## src/rtl/avr_lsu_pkg.sv

```systemverilog
// Shared definitions for the AVR load/store unit: addressing modes, address map, FSM and region encodings.
package avr_lsu_pkg;

  localparam logic [2:0] LSU_DIRECT  = 3'd0;
  localparam logic [2:0] LSU_IND     = 3'd1;
  localparam logic [2:0] LSU_POSTINC = 3'd2;
  localparam logic [2:0] LSU_PREDEC  = 3'd3;
  localparam logic [2:0] LSU_DISP    = 3'd4;

  localparam logic [15:0] IO_BASE   = 16'h0020;
  localparam logic [15:0] SRAM_BASE = 16'h0060;

  typedef enum logic [1:0] {
    ST_IDLE = 2'd0,
    ST_IO   = 2'd1,
    ST_MEM  = 2'd2,
    ST_DONE = 2'd3
  } lsu_state_e;

  typedef enum logic [1:0] {
    RGN_REG  = 2'd0,
    RGN_IO   = 2'd1,
    RGN_SRAM = 2'd2
  } lsu_region_e;

endpackage

```

## src/rtl/avr_lsu_agen.sv

```systemverilog
// Effective-address generator: computes ea, the written-back pointer and the target region.
module avr_lsu_agen
  import avr_lsu_pkg::*;
(
  input  logic [2:0]  mode,
  input  logic [15:0] addr,
  input  logic [15:0] ptr,
  input  logic [5:0]  disp,
  output logic [15:0] ea,
  output logic [15:0] ptr_next,
  output lsu_region_e region,
  output logic        illegal
);

  // All arithmetic wraps modulo 2^16, matching the core's 16-bit pointer pairs.
  always_comb begin
    ea       = ptr;
    ptr_next = ptr;
    case (mode)
      LSU_DIRECT:  ea = addr;
      LSU_POSTINC: ptr_next = ptr + 16'd1;
      LSU_PREDEC: begin
        ea       = ptr - 16'd1;
        ptr_next = ptr - 16'd1;
      end
      LSU_DISP:    ea = ptr + {10'd0, disp};
      default: ;
    endcase
  end

  always_comb begin
    region = RGN_SRAM;
    if (ea < IO_BASE)        region = RGN_REG;
    else if (ea < SRAM_BASE) region = RGN_IO;
  end

  assign illegal = (mode > LSU_DISP);

endmodule

```

## src/rtl/avr_lsu.sv

```systemverilog
// AVR load/store unit: latches a core access, drives the I/O strobe or SRAM handshake bus, reports completion.
module avr_lsu
  import avr_lsu_pkg::*;
#(
  parameter int ADDR_W      = 16,
  parameter int TIMEOUT_CYC = 255
) (
  input  logic              CLK,
  input  logic              RST,
  input  logic              cmd_valid,
  input  logic              cmd_write,
  input  logic [2:0]        cmd_mode,
  input  logic [15:0]       cmd_addr,
  input  logic [15:0]       cmd_ptr,
  input  logic [5:0]        cmd_disp,
  input  logic [7:0]        cmd_wdata,
  output logic              busy,
  output logic              done,
  output logic              err,
  output logic [7:0]        rdata,
  output logic              ptr_we,
  output logic [15:0]       ptr_out,
  output logic [5:0]        io_addr,
  output logic              io_we,
  output logic              io_re,
  output logic [7:0]        io_wdata,
  input  logic [7:0]        io_rdata,
  output logic              mem_req,
  output logic              mem_we,
  output logic [ADDR_W-1:0] mem_addr,
  output logic [7:0]        mem_wdata,
  input  logic [7:0]        mem_rdata,
  input  logic              mem_ack
);

  localparam int CNT_W = $clog2(TIMEOUT_CYC + 1);

  lsu_state_e  state, state_nxt;
  lsu_region_e region;
  logic [15:0] ea, ptr_next, ea_q, ptr_q;
  logic        illegal, fault, accept, timeout_hit;
  logic        write_q, ptr_upd_q, err_q;
  logic [7:0]  wdata_q, rdata_q;
  logic [5:0]  io_addr_q;
  logic [CNT_W-1:0] cnt;

  avr_lsu_agen u_agen (
    .mode     (cmd_mode),
    .addr     (cmd_addr),
    .ptr      (cmd_ptr),
    .disp     (cmd_disp),
    .ea       (ea),
    .ptr_next (ptr_next),
    .region   (region),
    .illegal  (illegal)
  );

  assign accept      = (state == ST_IDLE) && cmd_valid;
  assign fault       = illegal || (region == RGN_REG);
  assign timeout_hit = (cnt == CNT_W'(TIMEOUT_CYC - 1));

  always_ff @(posedge CLK) begin
    if (RST) state <= ST_IDLE;
    else     state <= state_nxt;
  end

  always_comb begin
    state_nxt = state;
    case (state)
      ST_IDLE: if (cmd_valid) begin
        if (fault)                  state_nxt = ST_DONE;
        else if (region == RGN_IO)  state_nxt = ST_IO;
        else                        state_nxt = ST_MEM;
      end
      ST_IO:   state_nxt = ST_DONE;
      ST_MEM:  if (mem_ack || timeout_hit) state_nxt = ST_DONE;
      ST_DONE: state_nxt = ST_IDLE;
      default: state_nxt = ST_IDLE;
    endcase
  end

  always_comb begin
    busy    = (state != ST_IDLE);
    done    = (state == ST_DONE);
    err     = done && err_q;
    ptr_we  = done && ptr_upd_q && !err_q;
    io_we   = (state == ST_IO) && write_q;
    io_re   = (state == ST_IO) && !write_q;
    mem_req = (state == ST_MEM);
    mem_we  = mem_req && write_q;
  end

  always_ff @(posedge CLK) begin
    if (RST) begin
      write_q   <= 1'b0;
      ptr_upd_q <= 1'b0;
      err_q     <= 1'b0;
      ea_q      <= '0;
      ptr_q     <= '0;
      io_addr_q <= '0;
      wdata_q   <= '0;
      rdata_q   <= '0;
      cnt       <= '0;
    end else begin
      case (state)
        ST_IDLE: if (accept) begin
          write_q   <= cmd_write;
          ptr_upd_q <= (cmd_mode == LSU_POSTINC) || (cmd_mode == LSU_PREDEC);
          err_q     <= fault;
          ea_q      <= ea;
          ptr_q     <= ptr_next;
          io_addr_q <= ea[5:0] - IO_BASE[5:0];
          wdata_q   <= cmd_wdata;
          rdata_q   <= '0;
          cnt       <= '0;
        end
        ST_IO: if (!write_q) rdata_q <= io_rdata;
        ST_MEM: begin
          // Ack wins over timeout when both land in the same cycle.
          if (mem_ack) begin
            if (!write_q) rdata_q <= mem_rdata;
          end else if (timeout_hit) begin
            err_q <= 1'b1;
          end else begin
            cnt <= cnt + 1'b1;
          end
        end
        default: ;
      endcase
    end
  end

  assign rdata     = rdata_q;
  assign ptr_out   = ptr_q;
  assign io_addr   = io_addr_q;
  assign io_wdata  = wdata_q;
  assign mem_addr  = ea_q[ADDR_W-1:0];
  assign mem_wdata = wdata_q;

endmodule

```

## config.mk

```make
export PLATFORM = sky130hd
export DESIGN_NAME = avr_lsu
export DESIGN_NICKNAME = d
export VERILOG_FILES = /design/src/rtl/avr_lsu_pkg.sv /design/src/rtl/avr_lsu_agen.sv /design/src/rtl/avr_lsu.sv
export SDC_FILE = /design/constraint.sdc
export NUM_CORES = 1
export LEC_CHECK = 0
export BUFFER_PORTS_ARGS = -buffer_cell sky130_fd_sc_hd__buf_2
export CELL_PAD_IN_SITES_DETAIL_PLACEMENT = 1
export CELL_PAD_IN_SITES_GLOBAL_PLACEMENT = 1
export CORE_ASPECT_RATIO = 0.75
export CORE_MARGIN = 3
export CORE_UTILIZATION = 35
export CTS_BUF_LIST = sky130_fd_sc_hd__clkbuf_16
export DETAILED_ROUTE_END_ITERATION = 7
export MAX_ROUTING_LAYER = met4
export PLACE_DENSITY_LB_ADDON = 0.08
export SLEW_MARGIN = 30
export SYNTH_ARGS = -nofsm -noshare
export SYNTH_HDL_FRONTEND = slang
export SYNTH_SLANG_ARGS = --single-unit
```

## constraint.sdc

```tcl
create_clock -name CLK -period 2.31 [get_ports CLK]
set_input_delay 0.1155 -clock CLK [delete_from_list [all_inputs] [get_ports CLK]]
set_output_delay 0.1155 -clock CLK [all_outputs]
set_load 0.03 [all_outputs]
```

## Word level (Yosys, flattened, before mapping)

Cells that the tools add are included.
W data, S select, Z words.

- Register bits after elaboration: 67
- Word-level logic and storage cells: 79
- Output and inout bits: 70
- Input port bits: 70

- Equality and inequality tests: 17
- $lt $le $gt $ge: 3
- Muxes and demuxes: 21
- Reduce and logical (&&, ||, !) cells: 23
- Add/subtract/negate cells: 5

Operator list:

| operator | number |
|---|---|
| $mux W8 | 6 |
| $pmux W16 S3 | 1 |
| $pmux W16 S2 | 1 |
| $pmux W8 S3 | 1 |
| $add A16 B1 Y16 const B | 1 |
| $add A16 B6 Y16 | 1 |
| $lt A16 B6 Y1 const B | 1 |
| $lt A16 B7 Y1 const B | 1 |
| $pmux W8 S2 | 1 |
| $sub A16 B1 Y16 const B | 1 |
| $mux W2 | 6 |
| $ne A2 B2 Y1 const B | 6 |
| $add A8 B1 Y8 const B | 1 |
| $eq A8 B8 Y1 const B | 1 |
| $pmux W2 S4 | 1 |
| $reduce_and A4 Y1 | 2 |
| $logic_and A1 B1 Y1 | 7 |
| $eq A3 B2 Y1 const B | 2 |
| $ne A2 B1 Y1 const B | 3 |
| $sub A6 B6 Y6 const B | 1 |
| $reduce_and A5 Y1 | 1 |
| $eq A2 B1 Y1 const B | 2 |
| $eq A2 B2 Y1 const B | 2 |
| $logic_not A2 Y1 | 2 |
| other kinds (10) | 17 |

## Logic depth before layout (Yosys ltp)

Gate-level depths: netlist of run 1.

- Word-level depth: 10
- Mapped depth: 9
- Gate-level depth less buffers: 9

## By module

A second synthesis of run 1 with hierarchy kept.

- Cells, all modules: 645
- Area total of the unflattened synthesis: 4594.4 um^2

By module, submodules not included:

| module | cells an instance | instances | area each (um^2) | sequential area each (um^2) |
|---|---|---|---|---|
| avr_lsu | 349 | 1 | 2778.9 | 1241.2 |
| avr_lsu_agen | 296 | 1 | 1815.5 | 0.0 |

## Least setup slack after synthesis of run 1

OpenSTA, ideal clock, no wires.

- Path type: reg-to-reg
- Start point: reg state[0]
- End point: reg cnt[5]
- Data arrival time: 2.057 ns
- Buffers on the path: 0
- Slack: 0.183 ns
- Setup time: 0.070 ns
- Period minus slack after synthesis: 2.127 ns
- Required time: 2.240 ns
- Stages on the path, launching flop included: 9
- Path through: dfxtp_1 inv_1 ha_1 nor2b_1 o21ai_1 a21oi_1 nand4_1 or3_1 a21oi_1

- Elaborated cells on any way between the ends: 9
- Classes of those cells: eq/ne (4); mux (1); reduce/logical (4)

RTL lines:

| element | RTL line | RTL |
|---|---|---|
| start: declaration | avr_lsu.sv:38 | `lsu_state_e state, state_nxt;` |
| start signal: assignment | avr_lsu.sv:64 | `else state <= state_nxt;` |
| $eq A2 B2 Y1 * | - |  |
| net mem_req | avr_lsu.sv:28 | `output logic mem_req,` |
| $ne A2 B2 Y1 (no line) or $reduce_bool A2 Y1 (tied branches) | - |  |
| $reduce_and A4 Y1 (no line) | - |  |
| end signal: assignment | avr_lsu.sv:125 | `cnt <= cnt + 1'b1;` |
| end: declaration | avr_lsu.sv:45 | `logic [CNT_W-1:0] cnt;` |

The timed path passes the listed nets; every way through them passes the cells marked *.
A chain may end at the register's enable or synchronous reset.

## Worst setup path after layout of run 1

- Start point: in cmd_ptr[0]
- End point: reg state[1]

- Cells in the longest elaborated chain, start to end: 10
- Elaborated cells on any way between the ends: 14
- Classes of those cells: add/sub (2); order compare (2); eq/ne (1); mux (7); reduce/logical (2)

RTL lines:

| element | RTL line | RTL |
|---|---|---|
| start: declaration | avr_lsu.sv:14 | `input logic [15:0] cmd_ptr,` |
| $add A16 B6 Y16 or $sub A16 B1 Y16 (tied branches) | avr_lsu_agen.sv:26, avr_lsu_agen.sv:23 |  |
| $pmux W16 S3 * | avr_lsu_agen.sv:19 | `case (mode)` |
| $lt A16 B7 Y1 | avr_lsu_agen.sv:34 | `else if (ea < SRAM_BASE) region = RGN_IO;` |
| $mux W2 | avr_lsu_agen.sv:34 |  |
| $mux W2 * | avr_lsu_agen.sv:33 | `if (ea < IO_BASE) region = RGN_REG;` |
| $eq A2 B1 Y1 or $logic_not A2 Y1 (tied branches) | avr_lsu.sv:72, avr_lsu.sv:59 |  |
| $mux W2 or $logic_or A1 B1 Y1 (tied branches) | avr_lsu.sv:72, avr_lsu.sv:59 |  |
| $mux W2 * | avr_lsu.sv:71 | `if (fault) state_nxt = ST_DONE;` |
| $mux W2 * | avr_lsu.sv:70 | `ST_IDLE: if (cmd_valid) begin` |
| $pmux W2 S4 * | avr_lsu.sv:69 | `case (state)` |

Every way passes the cells marked *; elsewhere a longest branch is shown, timed or not. The select of a mux whose other input is x is not followed.

==> results of run 1 <==
==> kinds of logic after synthesis <==
logic type | synth area share (%)
and+or+nand+nor | 28.11
AOI/OAI and AO/OA | 25.68
buffers and inverters | 7.655
DFF | 28.33
xor gates and xnor gates | 4.799
adders and majority gates | 4.742
muxes | 0.6855
==> critical path: cells and delay by family <==
kind	cells	cell delay, ns
buffers and inverters	3	0.42
adder cells (fa/ha/maj)	1	0.22
AO/OA/AOI/OAI	5	1.02
AND/OR/NAND/NOR	2	0.52
==> worst max-delay path by stage <==
| stage | startpoint | end |
|---|---|---|
| floorplan | state[0] | cnt[5] |
| global placement | cmd_ptr[0] | state[1] |
| detailed placement | cmd_ptr[0] | state[1] |
| CTS | cmd_ptr[0] | state[1] |
| global route | state[0] | cnt[5] |
| finish | cmd_ptr[0] | state[1] |
==> stage by stage <==
step	utilization (%)	hold slack [ns]	power, mW
2_1_floorplan	-	0.2515	3.213
3_3_place_gp	45.82	0.3588	3.954
3_5_place_dp	45.82	0.3665	4.017
4_1_cts	48.27	0.01556	5.370
5_1_grt	48.36	0.02930	5.680
6_report	48.36	0.02326	5.318
==> power groups by stage <==
stage	Combinational [mW]	Clock, mW	Sequential, mW
floorplan	1.35	0	1.86
global placement	2.48	0	1.48
detailed placement	2.53	0	1.49
CTS	2.54	1.36	1.47
global route	2.77	1.40	1.50
finish	2.53	1.32	1.47
==> state kept, by name, summed over array words and instances (netlist names) <==
register   flops
write_q        1
ptr_out       16
rdata          8
mem_addr      16
io_wdata       8
io_addr        1
cnt            8
ptr_upd_q      1
state          2
err_q          1
==> per-layer routing <==
layer  track usage, %  vias up  wire length, um
met1            33.67     2409             7933
met3            5.171       14             1066
met5                -        -                0
met2            38.07      165             7513
li1                 -     2409                -
met4            4.957        0              174
==> final cells by class <==
type | count | share of cell area [%]
Clock buffer | 9 | 3.910
Clock inverter | 7 | 1.151
Inverter | 14 | 0.9123
Multi-Input combinational cell | 452 | 48.89
Sequential cell | 62 | 21.55
Tap cell | 162 | 3.519
Timing Repair Buffer | 197 | 20.07
==> cells in the mapped netlist, drive strengths merged (4+ instances only) <==
master,number
o211ai,7
o21ai,27
nand3,11
o22ai,6
nor3b,10
or4,5
nand4,8
dfxtp,62
a211oi,14
and3,6
ha,15
nand2,68
xor2,12
buf,28
or3,10
inv,14
nor2,69
nor2b,7
a21oi,56
a31oi,4
and2,4
nor3,22
xnor2,12
a22oi,14
a311oi,10
clkbuf,25
nor4,4
==> summary.md, run 1 <==
| Metric | Value |
|---|---|
| Sink Count | 62 |
| Worst r2r dst | cnt[7] |
| WHS Endpoint | io_wdata[4] |
| Worst Slack Setup Final | 0.2175 ns |
| Asr flop ratio synth | 0% |
| Starting DRC count in detailed routing | 342 |
| Outcome | finished clean |
| WL/cell | 18.48 um |
| P_sw | 2.317 mW |
| Crit path launch type | input pin |
| Post-CTS setup buffer count | 0 |
| Congestion Overflow GR | 0 |
| First-pass GRT wire length | 26300 um |
| H-tree Lvls | 3 |
| Worst vdd ir | 0.4538 mV |
| Fin Clk Skew | 0.006177 ns |
| Netlist Area Pre-Place | 0.004380 mm2 |
| Clock Path Buffers | 2 |
| Worst Path Required | 2.51 ns |
| NumNets Final | 822 |
| DRT Wirelength | 16690 um |
| Combinational share of power | 47.6% |
| Pwr per Cell Area | 923.1 mW/mm2 |
| CTS tree | yes |
| Post-DP HPWL | 13110 um |
| Die ar. | 0.01391 mm2 |
| Worst Setup Path Type | in -> reg |
| FILL cells | 1555 |
| Final setup vio count | 0 |
| Floorplan row count | 34 |
| Worst-Skew Late Latency | 0.33 ns |
| Yosys reg bits | 62 |
| Die height | 102.9 um |
| Max Transition Viols Final | 0 |
| I/O pins | 140 |
| RSZ-0062 raised after global routing | false |
| Initial DRT Pass Iterations | 6 |
| Global Route Usage Sum | 24.65% |
| Worst r2r src | state[0] |
| Mean Syn Cell Area | 7.540 um2 |
| Max-cap violations | 0 |
| Most common library cell in the layout ignoring fill and taps | buf_2 |
| HP Class | in -> reg |
| Largest stage delay on the critical path | 0.34 ns |
| Slowest CP cell | a211o_1 |
| Yosys cell types | 72 |
| Post-synthesis cell count | 581 |
| Via count | 4997 |
| Syn_nets | 667 |
| Register area | 0.001241 mm2 |
| Worst Max-Slew Pin Slew | 0.6310 ns |
| Setup WS pre-CTS | -0.2084 ns |
| Sequential fraction of design power | 27.6% |
| Top cell by count, worst path | buf_4 |
| Area occupied by multi-input gates | 0.002816 mm2 |
| Cells on Worst Hold Path | 3 |
| Final Cycle Share | 90.58% |
| Final hold vios | 0 |
| Vias in the first global route | 4918 |
| Vias/cell | 5.534 |
| Post-cts resize count | 0 |
| Worst reg-to-reg path cell count | 8 |
| Yosys warning total | 0 |
| Top cell type's share of synthesized area | 28.33% |
| Ys flop type | dfxtp_1 |
| Chip Width | 135.2 um |
| Core area | 0.01191 mm2 |
| CP max FO | 3 |
| Worst rel slew slack | 57.78% |
| Area Growth Syn to Fin | 31.51% |
| Root Buffer | clkbuf_16 |
| Synth area leaders | dfxtp_1 (28%), a21oi_1 (6.4%), nor2_1 (5.9%), nand2_1 (5.7%), ha_1 (4.3%) |
| Placed cells | 887 |
| Antenna violations before repair | 0 |
| Fin crit period | 2.092 ns |
| Initial core utilization | 36.78% |
| Seq/Total Area, Yosys | 28.33% |
| Pint | 3.001 mW |
| Total negative slack | 0 ns |
| Reg clk slew, reported paths | 0.05 ns |
| Fmax | 477.9 MHz |
| Cts hold-fix bufs | 0 |
| # DRC | 0 |
| GPL Wtd Cong | 0.9685 |
| Switching Share | 43.57% |
| Final ANT Viol Nets | 0 |
| Diodes inserted | 0 |
| Clock share of power | 24.8% |
| Post-route cell area | 0.005761 mm2 |
| Hold_sp | cmd_wdata[4] |
| Final Non-Filler Cells | 903 |
| Crit end category | flop |
| Leakage | 2.503 nW |
| Number of flops mapped to enable cells by yosys | 0 |
| Arr. time, crit path | 2.30 ns |
| R2R setup slack | 0.27 ns |
| Commonest cells after routing, fill and taps aside | buf_2 (139), nor2_1 (69), nand2_1 (67) |
| Largest net degree at the start of global routing | 36 |
| Synth area leader | dfxtp_1 |
| IO Port Bufs | 139 |
| Ratio of cells with drive above 1 in the final layout | 31.58% |
| Crit path cell chain | buf_2 > ha_1 > buf_4 > a211o_1 > a21boi_2 > buf_4 > o31ai_1 > nor3_1 > o211ai_1 > nor4_4 > a31oi_1 |
| Placed inst area | 0.005458 mm2 |
| Inserted Clock Buffers | 9 |
Power figures use the tool's default switching activity.
==> run 2: changes to the inputs <==
--- a/config.mk
+++ b/config.mk
@@ -5,7 +5,6 @@
 export SDC_FILE = /design/constraint.sdc
 export NUM_CORES = 1
 export LEC_CHECK = 0
-export BUFFER_PORTS_ARGS = -buffer_cell sky130_fd_sc_hd__buf_2
 export CELL_PAD_IN_SITES_DETAIL_PLACEMENT = 1
 export CELL_PAD_IN_SITES_GLOBAL_PLACEMENT = 1
 export CORE_ASPECT_RATIO = 0.75
@@ -13,8 +12,10 @@
 export CORE_UTILIZATION = 35
 export CTS_BUF_LIST = sky130_fd_sc_hd__clkbuf_16
 export DETAILED_ROUTE_END_ITERATION = 7
+export DONT_BUFFER_PORTS = 1
 export MAX_ROUTING_LAYER = met4
 export PLACE_DENSITY_LB_ADDON = 0.08
+export RECOVER_POWER = 50
 export SLEW_MARGIN = 30
 export SYNTH_ARGS = -nofsm -noshare
 export SYNTH_HDL_FRONTEND = slang
==> summary.md, run 2 (same netlist as run 1, synthesis figures left out) <==
| Metric | Value |
|---|---|
| Outcome | finished clean (unchanged) |
| NumNets Final | 682 (was 822) |
| Crit path cell chain | inv_1 > ha_1 > and2_4 > buf_12 > nand2_1 > a21oi_1 > dlygate4sd3_1 (was buf_2 > ha_1 > buf_4 > a211o_1 > a21boi_2 > buf_4 > o31ai_1 > nor3_1 > o211ai_1 > nor4_4 > a31oi_1) |
| Worst Path Required | 2.58 ns (was 2.51 ns) |
| Worst r2r src | state[1] (was state[0]) |
| Area Growth Syn to Fin | 16.57% (was 31.51%) |
| Inserted Clock Buffers | 9 (unchanged) |
| DRT Wirelength | 16320 um (was 16690 um) |
| Vias/cell | 5.798 (was 5.534) |
| Initial core utilization | 36.78% (unchanged) |
| IO Port Bufs | 0 (was 139) |
| Leakage | 1.854 nW (was 2.503 nW) |
| Worst Slack Setup Final | 0.2923 ns (was 0.2175 ns) |
| Root Buffer | clkbuf_16 (unchanged) |
| # DRC | 0 (unchanged) |
| Max Transition Viols Final | 0 (unchanged) |
| GPL Wtd Cong | 0.9352 (was 0.9685) |
| Top Family by Delay on Critical Path | buffers and inverters (was compound AO/OA/AOI/OAI gates) |
| WL/cell | 21.39 um (was 18.48 um) |
| Die ar. | 0.01391 mm2 (unchanged) |
| R2R setup slack | 0.29 ns (was 0.27 ns) |
| Final core occ | 42.87% (was 48.36%) |
| Slowest CP cell | dlygate4sd3_1 (was a211o_1) |
| Fmax | 495.6 MHz (was 477.9 MHz) |
| Largest net degree at the start of global routing | 55 (was 36) |
| Worst-Skew Late Latency | 0.32 ns (was 0.33 ns) |
| Worst vdd ir | 0.5252 mV (was 0.4538 mV) |
| First-pass GRT wire length | 25850 um (was 26300 um) |
| Ratio of cells with drive above 1 in the final layout | 11.65% (was 31.58%) |
| Worst reg-to-reg path cell count | 7 (was 8) |
| Placed inst area | 0.004607 mm2 (was 0.005458 mm2) |
| Vias in the first global route | 4626 (was 4918) |
| Via count | 4424 (was 4997) |
| Worst Setup Path Type | reg -> reg (was in -> reg) |
| Sink Count | 62 (unchanged) |
| HP Class | in -> reg (unchanged) |
| Starting DRC count in detailed routing | 224 (was 342) |
| Core area | 0.01191 mm2 (unchanged) |
| Chip Width | 135.2 um (unchanged) |
| Worst rel slew slack | 52.26% (was 57.78%) |
| Reg clk slew, reported paths | 0.06 ns (was 0.05 ns) |
| CP max FO | 25 (was 3) |
| Worst Max-Slew Pin Slew | 0.7192 ns (was 0.6310 ns) |
| Final hold vios | 0 (unchanged) |
| Post-route cell area | 0.005106 mm2 (was 0.005761 mm2) |
| Final ANT Viol Nets | 0 (unchanged) |
| Arr. time, crit path | 2.29 ns (was 2.30 ns) |
| Pwr per Cell Area | 997.1 mW/mm2 (was 923.1 mW/mm2) |
| FILL cells | 1464 (was 1555) |
| RSZ-0062 raised after global routing | false (unchanged) |
| Post-CTS setup buffer count | 0 (unchanged) |
| Global Route Usage Sum | 24.53% (was 24.65%) |
| Clock Path Buffers | 2 (unchanged) |
| Worst r2r dst | io_wdata[7] (was cnt[7]) |
| Fin crit period | 2.018 ns (was 2.092 ns) |
| Crit path from | state[1] (was cmd_ptr[0]) |
| CTS tree | yes (unchanged) |
| I/O pins | 140 (unchanged) |
| Largest stage delay on the critical path | 0.55 ns (was 0.34 ns) |
| Crit end category | flop (unchanged) |
| Buf/Inv on CP | 3 (unchanged) |
| Congestion Overflow GR | 0 (unchanged) |
| Initial DRT Pass Iterations | 4 (was 6) |
| H-tree Lvls | 3 (unchanged) |
| Diodes inserted | 0 (unchanged) |
| Commonest cells after routing, fill and taps aside | nor2_1 (69), nand2_1 (67), dfxtp_1 (62) (was buf_2 (139), nor2_1 (69), nand2_1 (67)) |
| Final Cycle Share | 87.35% (was 90.58%) |
| Max-cap violations | 0 (unchanged) |
| Antenna violations before repair | 0 (unchanged) |
| Crit path launch type | flop (was input pin) |
| Post-DP HPWL | 12220 um (was 13110 um) |
| Fin Clk Skew | 0.007929 ns (was 0.006177 ns) |
| Final setup vio count | 0 (unchanged) |
| Worst setup endpoint | io_wdata[7] (was state[1]) |
| WP depth | 7 (was 11) |
| Setup WS pre-CTS | 0.01955 ns (was -0.2084 ns) |
| Floorplan row count | 34 (unchanged) |
| Total negative slack | 0 ns (unchanged) |
| Die height | 102.9 um (unchanged) |
| Most common library cell in the layout ignoring fill and taps | nor2_1 (was buf_2) |
-- run 2: power by group --
group          total [mW]  internal (mW)  switching [mW]
Clock                1.43          0.938           0.488
Sequential           1.98           1.31           0.667
Combinational        1.69          0.667            1.02
-- run 2: through the flow --
stage | hold WS, ns | total power [mW] | instances
after global placement | 0.1922 | 3.616 | 729
after floorplan | 0.2515 | 3.213 | 581
after detailed placement | 0.1941 | 3.671 | 729
after CTS | 0.002082 | 5.178 | 763
after global routing | 0.01644 | 5.442 | 763
final | 0.01306 | 5.091 | 763
-- run 2: worst min path at each step --
stage	slack (ns)	end	startpoint	cells past startpoint
after floorplan	0.25	write_q	cmd_write	2
after global placement	0.19	cnt[1]	RST	1
after detailed placement	0.19	cnt[0]	RST	1
after CTS	0.002	ptr_out[8]	cmd_ptr[8]	2
after global routing	0.02	ptr_out[8]	cmd_ptr[8]	2
final	0.01	ptr_out[8]	cmd_ptr[8]	2
-- run 2: repair_timing --
item,4_1_cts,5_1_grt
hold endpoints to repair,54,0
resized for setup,0,1
hold buffers,18,0
setup endpoints to repair,0,1
-- run 2: area by class of cell --
cell class	instances	area (um2)	area share [%]
sequential	62	1241	24.31
clock inverter	7	90.09	1.764
multi-input combinational	452	2806	54.96
tap	162	202.7	3.970
timing repair buffer	57	488.0	9.556
clock buffer	9	225.2	4.411
inverter	14	52.55	1.029
-- run 2: layer usage --
| metal | part of all wire, % | GRT usage (%) |
|---|---|---|
| met5 | 0 | - |
| met1 | 45 | 31.48 |
| met3 | 9.9 | 8.341 |
| met4 | 0.83 | 5.112 |
| met2 | 44 | 37.84 |
==> run 3: changes to the inputs <==
--- a/config.mk
+++ b/config.mk
@@ -6,7 +6,7 @@
 export NUM_CORES = 1
 export LEC_CHECK = 0
 export CELL_PAD_IN_SITES_DETAIL_PLACEMENT = 1
-export CELL_PAD_IN_SITES_GLOBAL_PLACEMENT = 1
+export CELL_PAD_IN_SITES_GLOBAL_PLACEMENT = 2
 export CORE_ASPECT_RATIO = 0.75
 export CORE_MARGIN = 3
 export CORE_UTILIZATION = 35
@@ -19,4 +19,5 @@
 export SLEW_MARGIN = 30
 export SYNTH_ARGS = -nofsm -noshare
 export SYNTH_HDL_FRONTEND = slang
+export SYNTH_HIERARCHICAL = 1
 export SYNTH_SLANG_ARGS = --single-unit
==> summary.md, run 3 <==
| Metric | Value |
|---|---|
| Slowest CP cell | or4_4 (was dlygate4sd3_1) |
| Placed inst area | 0.005137 mm2 (was 0.004607 mm2) |
| Inserted Clock Buffers | 9 (unchanged) |
| Crit end category | flop (unchanged) |
| Yosys warning total | 6 (was 0) |
| Worst Setup Path Type | in -> reg (was reg -> reg) |
| # DRC | 0 (unchanged) |
| Floorplan row count | 35 (was 34) |
| Area Growth Syn to Fin | 23.86% (was 16.57%) |
| Top cell type's share of synthesized area | 27.02% (was 28.33%) |
| Starting DRC count in detailed routing | 329 (was 224) |
| Initial DRT Pass Iterations | 4 (unchanged) |
| Number of flops mapped to enable cells by yosys | 0 (unchanged) |
| Clock Path Buffers | 2 (unchanged) |
| NumNets Final | 780 (was 682) |
| Mean Syn Cell Area | 7.123 um2 (was 7.540 um2) |
| Netlist Area Pre-Place | 0.004594 mm2 (was 0.004380 mm2) |
| Crit path cell chain | or4_4 > or4b_4 > or3_4 > a311oi_2 > a211oi_2 > or4_4 > or3_4 > nand3b_1 > nand2_1 > mux2i_1 (was inv_1 > ha_1 > and2_4 > buf_12 > nand2_1 > a21oi_1 > dlygate4sd3_1) |
| Seq/Total Area, Yosys | 27.02% (was 28.33%) |
| Syn_nets | 732 (was 667) |
| GPL Wtd Cong | 0.9185 (was 0.9352) |
| Commonest cells in the netlist | nand2_1 (136), a21oi_1 (81), dfxtp_1 (62) (was nor2_1 (69), nand2_1 (67), dfxtp_1 (62)) |
| Most frequent cell after synthesis | nand2_1 (was nor2_1) |
| Root Buffer | clkbuf_16 (unchanged) |
| WL/cell | 20.10 um (was 21.39 um) |
| Worst Slack Setup Final | -0.4011 ns (was 0.2923 ns) |
| First-pass GRT wire length | 27660 um (was 25850 um) |
| Sink Count | 62 (unchanged) |
| Synth area leaders | dfxtp_1 (27%), nand2_1 (11%), a21oi_1 (8.8%), ha_1 (4.4%), clkbuf_1 (3.3%) (was dfxtp_1 (28%), a21oi_1 (6.4%), nor2_1 (5.9%), nand2_1 (5.7%), ha_1 (4.3%)) |
| IO Port Bufs | 0 (unchanged) |
| Max-cap violations | 0 (unchanged) |
| DRT Wirelength | 17350 um (was 16320 um) |
| Final setup vio count | 3 (was 0) |
| Placed cells | 831 (was 729) |
| Commonest cells after routing, fill and taps aside | nand2_1 (136), a21oi_1 (81), buf_4 (78) (was nor2_1 (69), nand2_1 (67), dfxtp_1 (62)) |
| Antenna violations before repair | 0 (unchanged) |
| H-tree Lvls | 3 (unchanged) |
| Yosys cell types | 74 (was 72) |
| Pwr per Cell Area | 831.3 mW/mm2 (was 997.1 mW/mm2) |
| Congestion Overflow GR | 0 (unchanged) |
| Outcome | finished with violations (was finished clean) |
| Worst vdd ir | 0.5824 mV (was 0.5252 mV) |
| CTS tree | yes (unchanged) |
| Top Family by Delay on Critical Path | simple AND/OR/NAND/NOR gates (was buffers and inverters) |
| Post-DP HPWL | 13190 um (was 12220 um) |
| Max Transition Viols Final | 0 (unchanged) |
| Largest net degree at the start of global routing | 60 (was 55) |
| Die ar. | 0.01455 mm2 (was 0.01391 mm2) |
| Initial core utilization | 36.56% (was 36.78%) |
| Worst Path Required | 2.51 ns (was 2.58 ns) |
| Yosys reg bits | 62 (unchanged) |
| Leakage | 2.175 nW (was 1.854 nW) |
| Vias in the first global route | 5045 (was 4626) |
| Final ANT Viol Nets | 0 (unchanged) |
| Ratio of cells with drive above 1 in the final layout | 18.22% (was 11.65%) |
| Fmax | 368.9 MHz (was 495.6 MHz) |
| Crit path launch type | input pin (was flop) |
| Post-route cell area | 0.005690 mm2 (was 0.005106 mm2) |
| Worst-Skew Late Latency | 0.32 ns (about the same) |
| Fin crit period | 2.711 ns (was 2.018 ns) |
| Setup WS pre-CTS | -0.7971 ns (was 0.01955 ns) |
| Asr flop ratio synth | 0% (unchanged) |
| Post-synthesis cell count | 645 (was 581) |
| Core area | 0.01257 mm2 (was 0.01191 mm2) |
| Reg clk slew, reported paths | 0.05 ns (was 0.06 ns) |
| Failing checks | setup timing |
| RSZ-0062 raised after global routing | true (was false) |
| Worst rel slew slack | 50.76% (was 52.26%) |
| Final Non-Filler Cells | 863 (was 763) |
| Final Cycle Share | 117.4% (was 87.35%) |
| Die height | 105.2 um (was 102.9 um) |
| Worst Max-Slew Pin Slew | 0.7418 ns (was 0.7192 ns) |
| I/O pins | 140 (unchanged) |
| Most common library cell in the layout ignoring fill and taps | nand2_1 (was nor2_1) |
| CP max FO | 9 (was 25) |
| Via count | 4949 (was 4424) |
| Global Route Usage Sum | 24.17% (was 24.53%) |
| Vias/cell | 5.735 (was 5.798) |
| Chip Width | 138.3 um (was 135.2 um) |
| Fin Clk Skew | 0.004666 ns (was 0.007929 ns) |
| HP Class | in -> reg (unchanged) |
| Buf/Inv on CP | 0 (was 3) |
| Overall power | 4.730 mW (was 5.091 mW) |
| Ys flop type | dfxtp_1 (unchanged) |
| Final hold vios | 0 (unchanged) |
| Diodes inserted | 0 (unchanged) |
| Largest stage delay on the critical path | 0.52 ns (was 0.55 ns) |
| Arr. time, crit path | 2.91 ns (was 2.29 ns) |
| Synth area leader | dfxtp_1 (unchanged) |
## run 3: cell count changes after synthesis, sizes merged, moves of 7 or more
| cell | previous run | this run |
|---|---|---|
| nand2 | 68 | 136 |
| nor2 | 69 | 40 |
| a21oi | 56 | 82 |
| clkbuf | 25 | 40 |
| a22oi | 14 | 1 |
| a211oi | 14 | 4 |
| a22o | 1 | 10 |
| nor3 | 22 | 13 |
| nor3b | 10 | 1 |
| a311oi | 10 | 2 |
| nand3 | 11 | 19 |
| buf | 28 | 21 |
## run 3: path summary, 6_finish.rpt
check	slack, ns	start	end	cells past startpoint
worst max-delay path	-0.40	cmd_ptr[10]	state[1]	10
worst min-delay path	0.007	cmd_ptr[5]	ptr_out[5]	3
worst max register to register	0.22	state[1]	ptr_upd_q	7
worst min register to register	0.46	mem_addr[1]	mem_addr[1]	2
## run 3: layout make-up
class                           instances  area (um2)
Sequential cell                        62        1241
Clock buffer                            9       225.2
Tap cell                              166       207.7
Multi-Input combinational cell        504        3069
Fill cell                            1565        6878
Clock inverter                          6       78.83
Timing Repair Buffer                   98       800.8
Inverter                               18       67.56
## run 3: power by group
| part | total (mW) | switching (mW) | leakage [nW] | internal, mW |
|---|---|---|---|---|
| Combinational | 1.57 | 0.966 | 1.52 | 0.602 |
| Clock | 1.39 | 0.466 | 0.148 | 0.926 |
| Sequential | 1.77 | 0.517 | 0.506 | 1.25 |
| Total | 4.73 | 1.95 | 2.17 | 2.78 |
## run 3: worst register-to-register path, delay by kind of cell, from the launching register on
family | cells | cell delay [ns]
buffers and inverters | 3 | 0.90
DFF | 1 | 0.36
AOI/OAI and AO/OA | 1 | 0.14
adders and majority gates | 1 | 0.25
and+or+nand+nor | 2 | 0.38
## run 3: routing by layer
metal	share of wire (%)	wire, um	global-route usage, %
met2	45	7780	36.94
met4	0.37	65	2.680
met5	0	0	-
met3	8.7	1505	6.440
met1	46	7995	33.32
## run 3: cells by family (layout without fill, tap and decap cells)
family	after synthesis	count (layout)	share of synthesized area, %
compound gates	181	181	25.05
xor+xnor	23	23	4.384
fa+ha+maj	17	17	4.793
buf+inv	79	131	8.061
flops	62	62	27.02
mux	4	4	0.8715
simple gates	279	279	29.82
## run 3: timing repair
action	in CTS	in global routing
buffers inserted	0	0
hold buffers	17	0
hold endpoints to repair	59	0
pin swaps	5	5
gates resized for setup	5	10
endpoints found under the setup margin	3	4
## run 3: per-stage QoR
stage | util [%] | hold WS, ns | setup TNS [ns]
after floorplan | - | 0.2515 | -2.594
after global placement | 40.88 | 0.1910 | -2.756
after detailed placement | 40.88 | 0.1941 | -3.000
after CTS | 44.98 | 0.002379 | -1.289
after global routing | 45.28 | 0.01484 | -1.408
final | 45.28 | 0.006730 | -1.081
